### src/rtl/hlen_extract.sv
// ---------------------------------------------------------------------------
// hlen_extract
//
// Header-length extraction stage that sits directly upstream of the HLEN
// register. It passively watches a 64-bit packet word stream, finds the
// Ethernet ethertype and the IPv4 version/IHL byte in word 1, validates the
// header and produces the HLEN value together with a one-cycle write strobe
// for the HLEN register. The stream is never stalled or modified. Packet,
// error and non-IP statistics are kept in wrapping counters.
//
// Optional feature (compile-time macro HLEN_TOTLEN_EN):
//   When defined, a valid word 1 is followed by a capture of the IPv4 total
//   length from word 2 (in_data[63:48]); the strobe then writes
//   {32'd0, totlen, 10'd0, ihl, 2'b00}. A total length shorter than the
//   header, or a packet ending on word 1, is reported as hlen_err.
//   When undefined, hlen_value = {58'd0, ihl, 2'b00} and bits [31:6] are 0.
//
// Ports:
//   clk           in   1          system clock, rising edge
//   rst           in   1          synchronous reset, active-low
//   in_data       in   64         packet word, byte 0 = bits [63:56]
//   in_valid      in   1          qualifies in_data/in_sop/in_eop
//   in_sop        in   1          first word of packet
//   in_eop        in   1          last word of packet
//   hlen_value    out  64         HLEN value (HLEN register data)
//   hlen_write_en out  1          one-cycle HLEN register write strobe
//   hlen_err      out  1          one-cycle malformed/runt header strobe
//   pkt_cnt       out  CNT_WIDTH  IPv4 packets successfully parsed (wraps)
//   err_cnt       out  CNT_WIDTH  hlen_err events (wraps)
//   nonip_cnt     out  CNT_WIDTH  packets with non-IPv4 ethertype (wraps)
// ---------------------------------------------------------------------------
module hlen_extract #(
    parameter logic [15:0] ETHERTYPE_IPV4 = 16'h0800,
    parameter int          CNT_WIDTH      = 16
) (
    input  logic                 clk,
    input  logic                 rst,
    input  logic [63:0]          in_data,
    input  logic                 in_valid,
    input  logic                 in_sop,
    input  logic                 in_eop,
    output logic [63:0]          hlen_value,
    output logic                 hlen_write_en,
    output logic                 hlen_err,
    output logic [CNT_WIDTH-1:0] pkt_cnt,
    output logic [CNT_WIDTH-1:0] err_cnt,
    output logic [CNT_WIDTH-1:0] nonip_cnt
);

    // S_W2 exists in the encoding in every build but is only reachable when
    // the total-length capture is compiled in.
    typedef enum logic [1:0] {
        S_IDLE  = 2'd0,
        S_W1    = 2'd1,
        S_W2    = 2'd2,
        S_DRAIN = 2'd3
    } state_t;

    // Counter index map for the statistics block.
    localparam int CNT_PKT   = 0;
    localparam int CNT_ERR   = 1;
    localparam int CNT_NONIP = 2;
    localparam int NUM_CNT   = 3;

    state_t state_reg;
    state_t state_next;

    logic [63:0] hlen_value_reg;
    logic [63:0] hlen_value_next;
    logic        hlen_write_en_reg;
    logic        hlen_write_en_next;
    logic        hlen_err_reg;
    logic        hlen_err_next;

    logic [NUM_CNT-1:0]  cnt_inc;
    logic                nonip_hit;
    logic [CNT_WIDTH-1:0] cnt_bus [NUM_CNT];

    // Word-1 header fields.
    logic [15:0] ethertype;
    logic [3:0]  ip_ver;
    logic [3:0]  ip_ihl;

    assign ethertype = in_data[31:16];
    assign ip_ver    = in_data[15:12];
    assign ip_ihl    = in_data[11:8];

`ifdef HLEN_TOTLEN_EN
    // IHL must survive from word 1 to word 2 for the length comparison.
    logic [3:0]  ihl_reg;
    logic [3:0]  ihl_next;
    logic [15:0] totlen;
    logic [15:0] hdr_bytes;

    assign totlen    = in_data[63:48];
    assign hdr_bytes = {10'd0, ihl_reg, 2'b00};

    logic unused_data_bits;
    assign unused_data_bits = ^{in_data[47:32], in_data[7:0]};
`else
    logic unused_data_bits;
    assign unused_data_bits = ^{in_data[63:32], in_data[7:0]};
`endif

    // -----------------------------------------------------------------------
    // Next-state / output decode
    // -----------------------------------------------------------------------
    always_comb begin
        state_next         = state_reg;
        hlen_value_next    = hlen_value_reg;
        hlen_write_en_next = 1'b0;
        hlen_err_next      = 1'b0;
        nonip_hit          = 1'b0;
`ifdef HLEN_TOTLEN_EN
        ihl_next           = ihl_reg;
`endif

        if (in_valid) begin
            if (in_sop) begin
                // A sop always starts a new packet. If the header of the
                // previous packet was still being parsed it is a runt. A
                // single-word packet is a runt in its own right; both cases
                // collapse into one error strobe.
                if (state_reg == S_W1 || state_reg == S_W2) begin
                    hlen_err_next = 1'b1;
                end
                if (in_eop) begin
                    hlen_err_next = 1'b1;
                    state_next    = S_IDLE;
                end else begin
                    state_next    = S_W1;
                end
            end else begin
                case (state_reg)
                    S_IDLE: begin
                        // Words outside a packet are ignored.
                        state_next = S_IDLE;
                    end

                    S_W1: begin
                        state_next = in_eop ? S_IDLE : S_DRAIN;
                        if (ethertype != ETHERTYPE_IPV4) begin
                            nonip_hit = 1'b1;
                        end else if (ip_ver != 4'd4 || ip_ihl < 4'd5) begin
                            hlen_err_next = 1'b1;
                        end else begin
`ifdef HLEN_TOTLEN_EN
                            if (in_eop) begin
                                // Total length lives in word 2, which never
                                // arrives.
                                hlen_err_next = 1'b1;
                            end else begin
                                ihl_next   = ip_ihl;
                                state_next = S_W2;
                            end
`else
                            hlen_write_en_next = 1'b1;
                            hlen_value_next    = {58'd0, ip_ihl, 2'b00};
`endif
                        end
                    end

`ifdef HLEN_TOTLEN_EN
                    S_W2: begin
                        state_next = in_eop ? S_IDLE : S_DRAIN;
                        if (totlen < hdr_bytes) begin
                            hlen_err_next = 1'b1;
                        end else begin
                            hlen_write_en_next = 1'b1;
                            hlen_value_next    = {32'd0, totlen, 10'd0, ihl_reg, 2'b00};
                        end
                    end
`endif

                    S_DRAIN: begin
                        if (in_eop) begin
                            state_next = S_IDLE;
                        end
                    end

                    default: begin
                        state_next = S_IDLE;
                    end
                endcase
            end
        end

        cnt_inc            = '0;
        cnt_inc[CNT_PKT]   = hlen_write_en_next;
        cnt_inc[CNT_ERR]   = hlen_err_next;
        cnt_inc[CNT_NONIP] = nonip_hit;
    end

    // -----------------------------------------------------------------------
    // State and output registers
    // -----------------------------------------------------------------------
    always_ff @(posedge clk) begin
        if (!rst) begin
            state_reg         <= S_IDLE;
            hlen_value_reg    <= 64'd0;
            hlen_write_en_reg <= 1'b0;
            hlen_err_reg      <= 1'b0;
        end else begin
            state_reg         <= state_next;
            hlen_value_reg    <= hlen_value_next;
            hlen_write_en_reg <= hlen_write_en_next;
            hlen_err_reg      <= hlen_err_next;
        end
    end

`ifdef HLEN_TOTLEN_EN
    always_ff @(posedge clk) begin
        if (!rst) begin
            ihl_reg <= 4'd0;
        end else begin
            ihl_reg <= ihl_next;
        end
    end
`endif

    // -----------------------------------------------------------------------
    // Statistics counters: identical wrapping incrementers, one per event.
    // -----------------------------------------------------------------------
    genvar gi;
    generate
        for (gi = 0; gi < NUM_CNT; gi++) begin : gen_cnt
            logic [CNT_WIDTH-1:0] cnt_reg;

            always_ff @(posedge clk) begin
                if (!rst) begin
                    cnt_reg <= '0;
                end else if (cnt_inc[gi]) begin
                    cnt_reg <= cnt_reg + CNT_WIDTH'(1);
                end
            end

            assign cnt_bus[gi] = cnt_reg;
        end
    endgenerate

    assign hlen_value    = hlen_value_reg;
    assign hlen_write_en = hlen_write_en_reg;
    assign hlen_err      = hlen_err_reg;
    assign pkt_cnt       = cnt_bus[CNT_PKT];
    assign err_cnt       = cnt_bus[CNT_ERR];
    assign nonip_cnt     = cnt_bus[CNT_NONIP];

endmodule

### config.mk
export PLATFORM = sky130hd
export DESIGN_NAME = hlen_extract
export DESIGN_NICKNAME = d
export VERILOG_FILES = /design/src/rtl/hlen_extract.sv
export SDC_FILE = /design/constraint.sdc
export NUM_CORES = 1
export LEC_CHECK = 0
export CAP_MARGIN = 20
export CORE_MARGIN = 2
export CORE_UTILIZATION = 35
export CTS_CLUSTER_SIZE = 40
export DETAILED_ROUTE_END_ITERATION = 16
export PLACE_DENSITY = 0.75
export SKIP_LAST_GASP = 1
export SYNTH_ARGS = -nofsm -noshare
export SYNTH_HDL_FRONTEND = slang
export SYNTH_SLANG_ARGS = --single-unit
export TNS_END_PERCENT = 10
### constraint.sdc
create_clock -name clk -period 5.3 [get_ports clk]
set_clock_uncertainty 0.15 [all_clocks]
set_input_delay 1.06 -clock clk [delete_from_list [all_inputs] [get_ports clk]]
set_output_delay 1.06 -clock clk [all_outputs]
set_load 0.03 [all_outputs]
After elaboration in Yosys (flattened, before gate mapping)

Cells that the tools add are included.

Add/sub/neg operators: 3
Multiply operators: 0
Divide/modulo/power cells: 0
Order comparisons: 1
Equality and inequality tests: 6
Shift-type cells: 0
Muxes and demuxes: 21
Bitwise gates (word level): 3
Reductions and logical operators: 4

Operator list:

| kind                                                                 | number |
|---|---|
| 16-bit by 1-bit adder with 16-bit output, second input constant      | 3 |
| 1-bit two-way mux                                                    | 17 |
| 16-bit by 12-bit != test with 1-bit output, second input constant    | 1 |
| 2-bit two-way mux                                                    | 3 |
| 5-bit AND reduction                                                  | 1 |
| 2-bit == test, second input constant                                 | 2 |
| 4-bit by 3-bit < comparator with 1-bit output, second input constant | 1 |
| 4-bit by 3-bit != test with 1-bit output, second input constant      | 1 |
| 2-bit case mux with 2 select lines                                   | 1 |
| 3-bit != test, second input constant                                 | 1 |
| 1-bit inverter                                                       | 3 |
| 2-bit by 1-bit == test with 1-bit output, second input constant      | 1 |
| 1-bit logical OR                                                     | 2 |
| 2-bit AND reduction                                                  | 1 |

Bits in registers: 56
Bits in latches: 0
Bits in writable memories: 0
Memory bits (read-only): 0
Bits of input ports: 69
Output and inout port bits: 114
Word-level logic and storage cells: 45
Memories: 0

Logic depth before layout (Yosys ltp)

Gate-level depths: netlist of the first run.

Depth after elaboration: 7
Depth in mapped cells: 9
Mapped depth without buffers: 7

Worst setup path after synthesis of the first run

No wires, ideal clock.

Kind: input to register
Start point: in in_data[13]
End point: reg gen_cnt[0].cnt_reg[14], in the netlist pkt_cnt[14]
Setup time: 0.070 ns
Arrival time: 2.774 ns
Required time: 5.080 ns
Slack: 2.306 ns
Stages: 6
Buffers on the path: 1
Path through: or4b_4 -> a211o_1 -> buf_6 -> or3_1 -> or3_1 -> a21oi_1

Cells in the longest elaborated chain, start to end: 7

Ends and longest elaborated chain:

| element                                  | line | source |
|---|---|---|
| from (decl)                              | 38   | `input logic [63:0] in_data,` |
| 4-bit by 3-bit != test with 1-bit output | 144  | `end else if (ip_ver != 4'd4 \|\| ip_ihl < 4'd5) begin` |
| 1-bit logical OR                         | 144  |  |
| 1-bit two-way mux                        | 144  |  |
| 1-bit two-way mux                        | 142  | `if (ethertype != ETHERTYPE_IPV4) begin` |
| 1-bit two-way mux                        | 134  | `case (state_reg)` |
| 1-bit two-way mux                        | 119  | `if (in_sop) begin` |
| 1-bit two-way mux                        | 118  | `if (in_valid) begin` |
| to (signal assigned)                     | 233  | `cnt_reg <= cnt_reg + CNT_WIDTH'(1);` |
| to (decl)                                | 227  | `logic [CNT_WIDTH-1:0] cnt_reg;` |

No other way between the ends.
A chain may end at the register's enable or synchronous reset.

Final worst setup path of the first run

Start point: in in_valid
End point: reg gen_cnt[0].cnt_reg[15], in the netlist pkt_cnt[15]

Cells in the longest elaborated chain, start to end: 1

Ends and longest elaborated chain:

| element           | line | source |
|---|---|---|
| from (decl)       | 39   | `input logic in_valid,` |
| 1-bit two-way mux | 118  |  |

No other way between the ends.

==> impl_metrics.toml, run 1 <==
[worst_setup_path]
rr_worst_depth = 6
r2r_setup_slack_ps = 2840
cp_num_buf_inv = 1
end_kind = "flip-flop"
crit_arrival_ps = 3430
critPathKind = "in -> reg"
cp.required_ps = 5340
cp_max_fo = 19
path_delay_family = "compound AO/OA/AOI/OAI gates"
crit_chain = "clkdlybuf4s50_1 > nand3b_1 > a211o_1 > nor4_1 > a31o_2 > a21oi_1"
critPathSlowestCell = "clkdlybuf4s50_1"
critPathLaunchType = "input pin"
worst-path-stages = 6
max_stage_delay_ps = 710

[clocking]
cts.clk_slew.worst_paths_ps = 100
ctsHoldBuffers = 0
cts_num_sinks = 56
cts_tree = "built"
cts_buffers = 5
root_buffer = "clkbuf_8"
post-cts-setup-buffers = 0
insertion_delay_ps = 300
cts.htree.levels = 2
cts_resized = 0
clk_path_buf_depth = 2

[global_routing]
grt_max_degree = 35
grt_pass1_wl_mm = 11.7
grt_usage_pct = 14.0
grt_pass1_vias = 2587
antenna_found_initial = 0
grt_overflow = 0

[sta]
setup-tns-final_ps = 0
min_period_ps = 3390
slew_headroom_pct = 55.6
fin_crit_sh_pct = 63.9
rsz0062_at_grt = "false"
hold_violations = 0
drv_slew = 0
tightest_slew_ps = 665
fmax_ghz = 0.295
setup_viol = 0
holdWs_ps = 329

[die]
pin_count = 183
die_area_um2 = 9850
rows = 34
die_h_um = 99.3
die_w_um = 99.3
initial_core_util_pct = 36.2
fp.coreArea_um2 = 8760

[finish]
diodes = 0
area_growth_pct = 24.7
post-route-util_pct = 45.2
fillers = 871
final_cell_mix = "clkdlybuf4s50_1, conb_1, dfxtp_1, nand2_1, a21oi_1"
drive_gt1_share_pct = 3.49
nNetsFinal = 532
final_common_cell = "clkdlybuf4s50_1"

[synthesis]
synthArstFlopShare_pct = 0
ys_ff_latch = 56
syn_area_per_cell_um2 = 8.18
yosys_warnings = 0
seq_area_frac_synth_pct = 35.3
synth_flop_cell = "dfxtp_1"
synth-edff-count = 0
synthDistinctLibCells = 41
syn_inst = 388
syn_area_um2 = 3180

[routing]
finalWirelength_mm = 7.06
routedWlPerCell_um = 12.5
post-route-drc-count = 0
drtIter0Drc = 90
dr_total_vias = 2858
final_antenna_net_count = 0
drt-vias-per-instance = 5.04
drt_first_pass_iters = 4

[power_and_ir_drop]
leakage_nw = 1.33
ir_drop_mv = 0.0964
power_density_nw_per_um2 = 205

[placed_design]
port_buffers = 82
dp_hpwl_mm = 5.21
routabilityCongestion = 0.722

[min_path]
hold_path_class = "reg -> reg"
whs_path_depth = 2

[status]
status = "completed"

[run]
drv_cap = 0
[stage by stage]
step | total power (W) | std cells | setup WS [ps] | area [µm²]
after CTS | 0.000825 | 566 | 1810 | 3950
after global routing | 0.000853 | 567 | 1750 | 3960
after global placement | 0.000540 | 558 | 1560 | 3830
after detailed placement | 0.000541 | 558 | 1470 | 3830
after floorplan | 0.000546 | 447 | 2310 | 3400
final | 0.000813 | 567 | 1910 | 3960
[synthesized netlist by cell type (2+ instances only)]
cell type	instances	share of area (%)
o211ai_1	3	0.71
clkbuf_1	17	2.0
and2_1	3	0.59
nand3b_1	2	0.47
nor4_1	12	2.4
dfxtp_1	56	35
nor3_1	6	0.95
mux2i_1	2	0.63
or4_1	20	4.7
nand2_1	30	3.5
inv_1	11	1.3
nand4_1	13	2.6
xnor2_1	14	3.9
and3_1	2	0.39
buf_2	2	0.32
o31ai_1	15	3.5
a21oi_1	29	4.6
ha_1	5	2.0
or3_1	6	1.2
nand3_1	14	2.2
nor4b_1	2	0.55
buf_4	60	14
and4_1	6	1.7
nand2b_1	2	0.39
xor2_1	3	0.83
nor2b_1	3	0.59
nor2_1	22	2.6
o21ai_0	15	2.4
[layer usage]
metal	GRT usage (%)	vias to the layer above	wire [µm]
met3	3.87	2	522
met5	0	-	0
met1	17.3	1338	3130
met4	2.53	0	15
li1	-	1407	-
met2	24.6	111	3400
[area by class of cell]
type	instances	area (µm²)	share of cell area, %
inverters	11	41.3	1.04
well taps	108	135	3.41
clock buffers	5	68.8	1.74
flip-flops and latches	56	1120	28.3
clock inverters	3	42.5	1.07
multi-input cells	299	1700	43.0
repair buffers	85	851	21.5
[report_power, final]
| part | switching, W | total (W) | internal [W] |
|---|---|---|---|
| clock | 0.000139 | 0.000279 | 0.000140 |
| sequential | 0.00000190 | 0.000424 | 0.000422 |
| combinational | 0.0000817 | 0.000110 | 0.0000279 |
| total | 0.000223 | 0.000813 | 0.000590 |
[path summary, 6_finish.rpt]
kind	start	to
setup / recovery	in_valid	pkt_cnt[15]
hold / removal	hlen_value[2]	hlen_value[2]
setup reg to reg	state_reg[0]	pkt_cnt[15]
hold reg to reg	hlen_value[2]	hlen_value[2]
[cells by family after synthesis]
kind of cell    after synthesis  share of synthesized area (%)
flops                        56                           35.3
simple gates                147                           26.0
xor+xnor                     17                           4.69
other cells                   1                          0.118
mux                           2                          0.630
compound gates               68                           13.0
fa+ha+maj                     5                           1.97
buf+inv                      92                           18.3
[worst reg2reg max path, delay by kind of cell, from the launching register on]
kind                     cells  cell delay, ps
AO/OA/AOI/OAI                3             830
AND/OR/NAND/NOR              2             770
adder cells (fa/ha/maj)      1             210
flip-flops                   1             380
No activity file was read; power rests on OpenSTA's default activity.
==> inputs of run 2 (changes only) <==
Settings changed: PLACE_DENSITY 0.75 to 0.78.
Clock period 5.3 ns to 3 ns, I/O delays scaled along.
==> run 2 against run 1 <==
  * Critical path depth rose by 1
  * Setup slack got worse by 1600 ps
  * Cell count rose by 2.1%
  * Register-to-register slack got worse by 2200 ps
  * Die area did not move
  * Clock-buffer cell count rose by 1
==> impl_metrics.toml, run 2 (synthesis gave the netlist of run 1 again) <==
[clocking]
post-cts-setup-buffers = 0
cts_buffers = 5
cts_tree = "built"
cts_num_sinks = 56
cts.htree.levels = 2
cts_resized = 0
insertion_delay_ps = 310
clk_path_buf_depth = 2
cts.clk_slew.worst_paths_ps = 100
root_buffer = "clkbuf_8"
ctsHoldBuffers = 0

[min_path]
hold_path_class = "reg -> reg"

[finish]
final_cell_mix = "clkdlybuf4s50_1, conb_1, dfxtp_1, nand2_1, a21oi_1"
diodes = 0
stdcell_area_um2 = 4030
final_common_cell = "clkdlybuf4s50_1"
multi_input_area_um2 = 1700
nNetsFinal = 544
fillers = 859
area_growth_pct = 26.8
instances_no_fill = 579
drive_gt1_share_pct = 5.94
seq_area_um2 = 1120

[routing]
final_antenna_net_count = 0
drtIter0Drc = 81
finalWirelength_mm = 7.12
dr_total_vias = 2888
drt-vias-per-instance = 4.99
routedWlPerCell_um = 12.3
drt_first_pass_iters = 4
post-route-drc-count = 0

[worst_setup_path]
crit_chain = "clkdlybuf4s50_1 > nor4b_1 > nand4_1 > buf_4 > or3_1 > or3_1 > a21oi_1"
max_stage_delay_ps = 410
critPathKind = "in -> reg"
cp_max_fo = 3
critPathSlowestCell = "clkdlybuf4s50_1"
crit_path_frequent_cell = "or3_1"
crit_arrival_ps = 2800
end_kind = "flip-flop"
critPathLaunchType = "input pin"
cp.required_ps = 3100

[power_and_ir_drop]
leakage_nw = 1.38
power_density_nw_per_um2 = 344
ir_drop_mv = 0.194

[placed_design]
place_worst_setup_slack_ps = -19.6
dp_hpwl_mm = 5.43
routabilityCongestion = 0.784
dpl.cell_count = 571
post_dp_cell_area_um2 = 3930
port_buffers = 82

[sta]
hold_violations = 0
fin_ws_ps = 297
drv_slew = 0
setup-tns-final_ps = 0
min_period_ps = 2700
rsz0062_at_grt = "false"
fin_crit_sh_pct = 90.1
setup_viol = 0
fmax_ghz = 0.370

[global_routing]
grt_pass1_wl_mm = 12.0
grt_usage_pct = 14.4
grt_max_degree = 29
grt_pass1_vias = 2677
grt_overflow = 0
antenna_found_initial = 0

[status]
status = "completed"

[die]
die_h_um = 99.3
rows = 34
pin_count = 183
initial_core_util_pct = 36.2
die_area_um2 = 9850
fp.coreArea_um2 = 8760
die_w_um = 99.3

[run]
drv_cap = 0
run 2: final cells by class:
cell class	count	share of cell area [%]
Clock inverter	2	0.249
Sequential cell	56	27.9
Clock buffer	6	2.05
Multi-Input combinational cell	299	42.3
Tap cell	108	3.36
Timing Repair Buffer	97	23.2
Inverter	11	1.03
run 2: critical path, delay by kind of cell:
family | cells | cell delay, ps
and+or+nand+nor | 4 | 1420
AOI/OAI and AO/OA | 1 | 140
buffers and inverters | 2 | 640
run 2: stage by stage:
stage	utilization, %	hold slack [ps]	total power (W)
4_1_cts	45.9	333	0.00140
5_1_grt	45.9	374	0.00145
2_1_floorplan	-	333	0.000964
6_report	45.9	335	0.00138
3_3_place_gp	44.9	307	0.000960
3_5_place_dp	44.9	315	0.000963
run 2: metal layers:
layer / up-vias / wire length [µm] / GRT usage (%)
met1: 1348 / 3100 / 17.8
met4: 0 / 36 / 2.53
met3: 5 / 491 / 3.65
li1: 1431 / - / -
met5: - / 0 / 0
met2: 104 / 3500 / 25.4
run 2: power by group:
part	internal [W]	switching, W
combinational	0.0000528	0.000145
sequential	0.000746	0.00000337
clock	0.000185	0.000251
run 2: worst paths after layout:
| check | from | to | slack (ps) | cells after the start |
|---|---|---|---|---|
| worst max-delay path | in_data[29] | pkt_cnt[14] | 300 | 7 |
| worst min-delay path | hlen_value[2] | hlen_value[2] | 340 | 2 |
| worst max register to register | state_reg[0] | nonip_cnt[12] | 660 | 6 |
| worst min register to register | hlen_value[2] | hlen_value[2] | 340 | 2 |
==> inputs of run 3 (changes only) <==
Settings changed: CAP_MARGIN 20 to default, DONT_BUFFER_PORTS from default to 1, PLACE_DENSITY 0.78 to default, TNS_END_PERCENT 10 to default.
==> run 3 against run 2 <==
  * Via count shrank 11%
  * Highest routed layer unchanged
  * Wire length fell by 4.5%
  * Setup slack improved by 260 ps
  * Utilization decreased by 10 points
  * Largest power group unchanged
==> impl_metrics.toml, run 3 (synthesis gave the netlist of run 1 again) <==
[global_routing]
grt_pass1_vias = 2200
antenna_found_initial = 0
grt_overflow = 0
grt_usage_pct = 13.1
grt_max_degree = 30
grt_pass1_wl_mm = 10.8

[sta]
tightest_slew_ps = 832
hold_violations = 0
setup_viol = 0
slew_headroom_pct = 44.5
setup-tns-final_ps = 0
fin_crit_sh_pct = 81.4
min_period_ps = 2440
holdWs_ps = 272
rsz0062_at_grt = "false"
fin_ws_ps = 557
fmax_ghz = 0.409
drv_slew = 0

[clocking]
insertion_delay_ps = 300
cts.htree.levels = 2
cts_tree = "built"
cts.clk_slew.worst_paths_ps = 100
clk_path_buf_depth = 2
cts_num_sinks = 56
ctsHoldBuffers = 0
root_buffer = "clkbuf_8"
cts_buffers = 5
cts_resized = 0
post-cts-setup-buffers = 0

[power_and_ir_drop]
ir_drop_mv = 0.223
leakage_nw = 1.04
power_density_nw_per_um2 = 422

[routing]
drtIter0Drc = 67
finalWirelength_mm = 6.81
dr_total_vias = 2583
routed-wl-met3_um = 548
post-route-drc-count = 0
top_layer = "met4"
routedWlPerCell_um = 14.0
met2_length_mm = 3.25
drt_first_pass_iters = 6
final_antenna_net_count = 0
drt-vias-per-instance = 5.30
m1WireLength_mm = 2.98

[die]
die_h_um = 99.3
fp.coreArea_um2 = 8760
die_w_um = 99.3
initial_core_util_pct = 36.2
rows = 34
die_area_um2 = 9850
pin_count = 183

[placed_design]
dp_hpwl_mm = 4.93
post_dp_cell_area_um2 = 3040
port_buffers = 0
routabilityCongestion = 0.734
dpl.cell_count = 479
place_worst_setup_slack_ps = 413

[worst_setup_path]
r2r_setup_slack_ps = 560
end_kind = "flip-flop"
cp_max_fo = 12
cp.required_ps = 3070
timing.rr.end = "nonip_cnt[12]"
rr_worst_depth = 5
r2r-start = "nonip_cnt[4]"
crit_arrival_ps = 2510
critPathKind = "reg -> reg"
critPathLaunchType = "flip-flop"

[finish]
area_growth_pct = -1.54
diodes = 0
stdcell_area_um2 = 3130
drive_gt1_share_pct = 4.22
fillers = 921
final_common_cell = "conb_1"
instances_no_fill = 487
nNetsFinal = 452
final_cell_mix = "conb_1, dfxtp_1, nand2_1, a21oi_1, nor2_1"

[run]
drv_cap = 0

[min_path]
hp-start = "rst"
min_to = "hlen_err"
hold_path_class = "in -> reg"
whs_path_depth = 1

[status]
status = "completed"
-- run 3: cell count changes in the layout (fill, tap and decap cells not counted), sizes merged --
| cell | previous run | this run |
|---|---|---|
| clkbuf | 6 | 8 |
| clkinv | 2 | 0 |
| clkdlybuf4s50 | 82 | 0 |
| buf | 15 | 5 |
-- run 3: worst max-delay path by stage --
stage / start / endpoint / slack, ps / cells after the start
6_report: nonip_cnt[4] / nonip_cnt[12] / 560 / 5
5_1_grt: nonip_cnt[3] / nonip_cnt[14] / 280 / 5
4_1_cts: nonip_cnt[4] / nonip_cnt[12] / 550 / 5
3_5_place_dp: in_data[17] / pkt_cnt[15] / 410 / 6
3_3_place_gp: in_data[29] / pkt_cnt[15] / 440 / 6
2_1_floorplan: in_data[13] / pkt_cnt[14] / 470 / 6
-- run 3: critical path, stage by stage (launching register included) --
cell and delay (ps):
dfxtp_1 590, nand3_1 180, nor2_1 280, nand4_1 400
or4_1 590, a21oi_1 170
-- run 3: stage by stage --
stage	util, %	total power, W
5_1_grt	35.7	0.00138
3_5_place_dp	34.7	0.000911
6_report	35.7	0.00132
3_3_place_gp	34.7	0.000909
2_1_floorplan	-	0.000964
4_1_cts	35.7	0.00134
-- run 3: layout make-up --
type / count / area (µm²) / share of cell area (%)
multi-input combinational: 299 / 1700 / 54.4
sequential: 56 / 1120 / 35.9
tap: 108 / 135 / 4.32
clock buffer: 8 / 90.1 / 2.88
inverter: 11 / 41.3 / 1.32
timing repair buffer: 5 / 37.5 / 1.20
-- run 3: power by group --
group	switching [W]	internal, W	total [W]
Combinational	0.000128	0.0000133	0.000141
Clock	0.000236	0.000189	0.000425
Sequential	0.00000783	0.000746	0.000754
-- run 3: per-layer routing --
layer	global-route usage, %	vias to the layer above
li1	-	1252
met1	16.6	1212
met2	21.6	115
met3	3.72	4
met4	3.90	0
met5	0	-
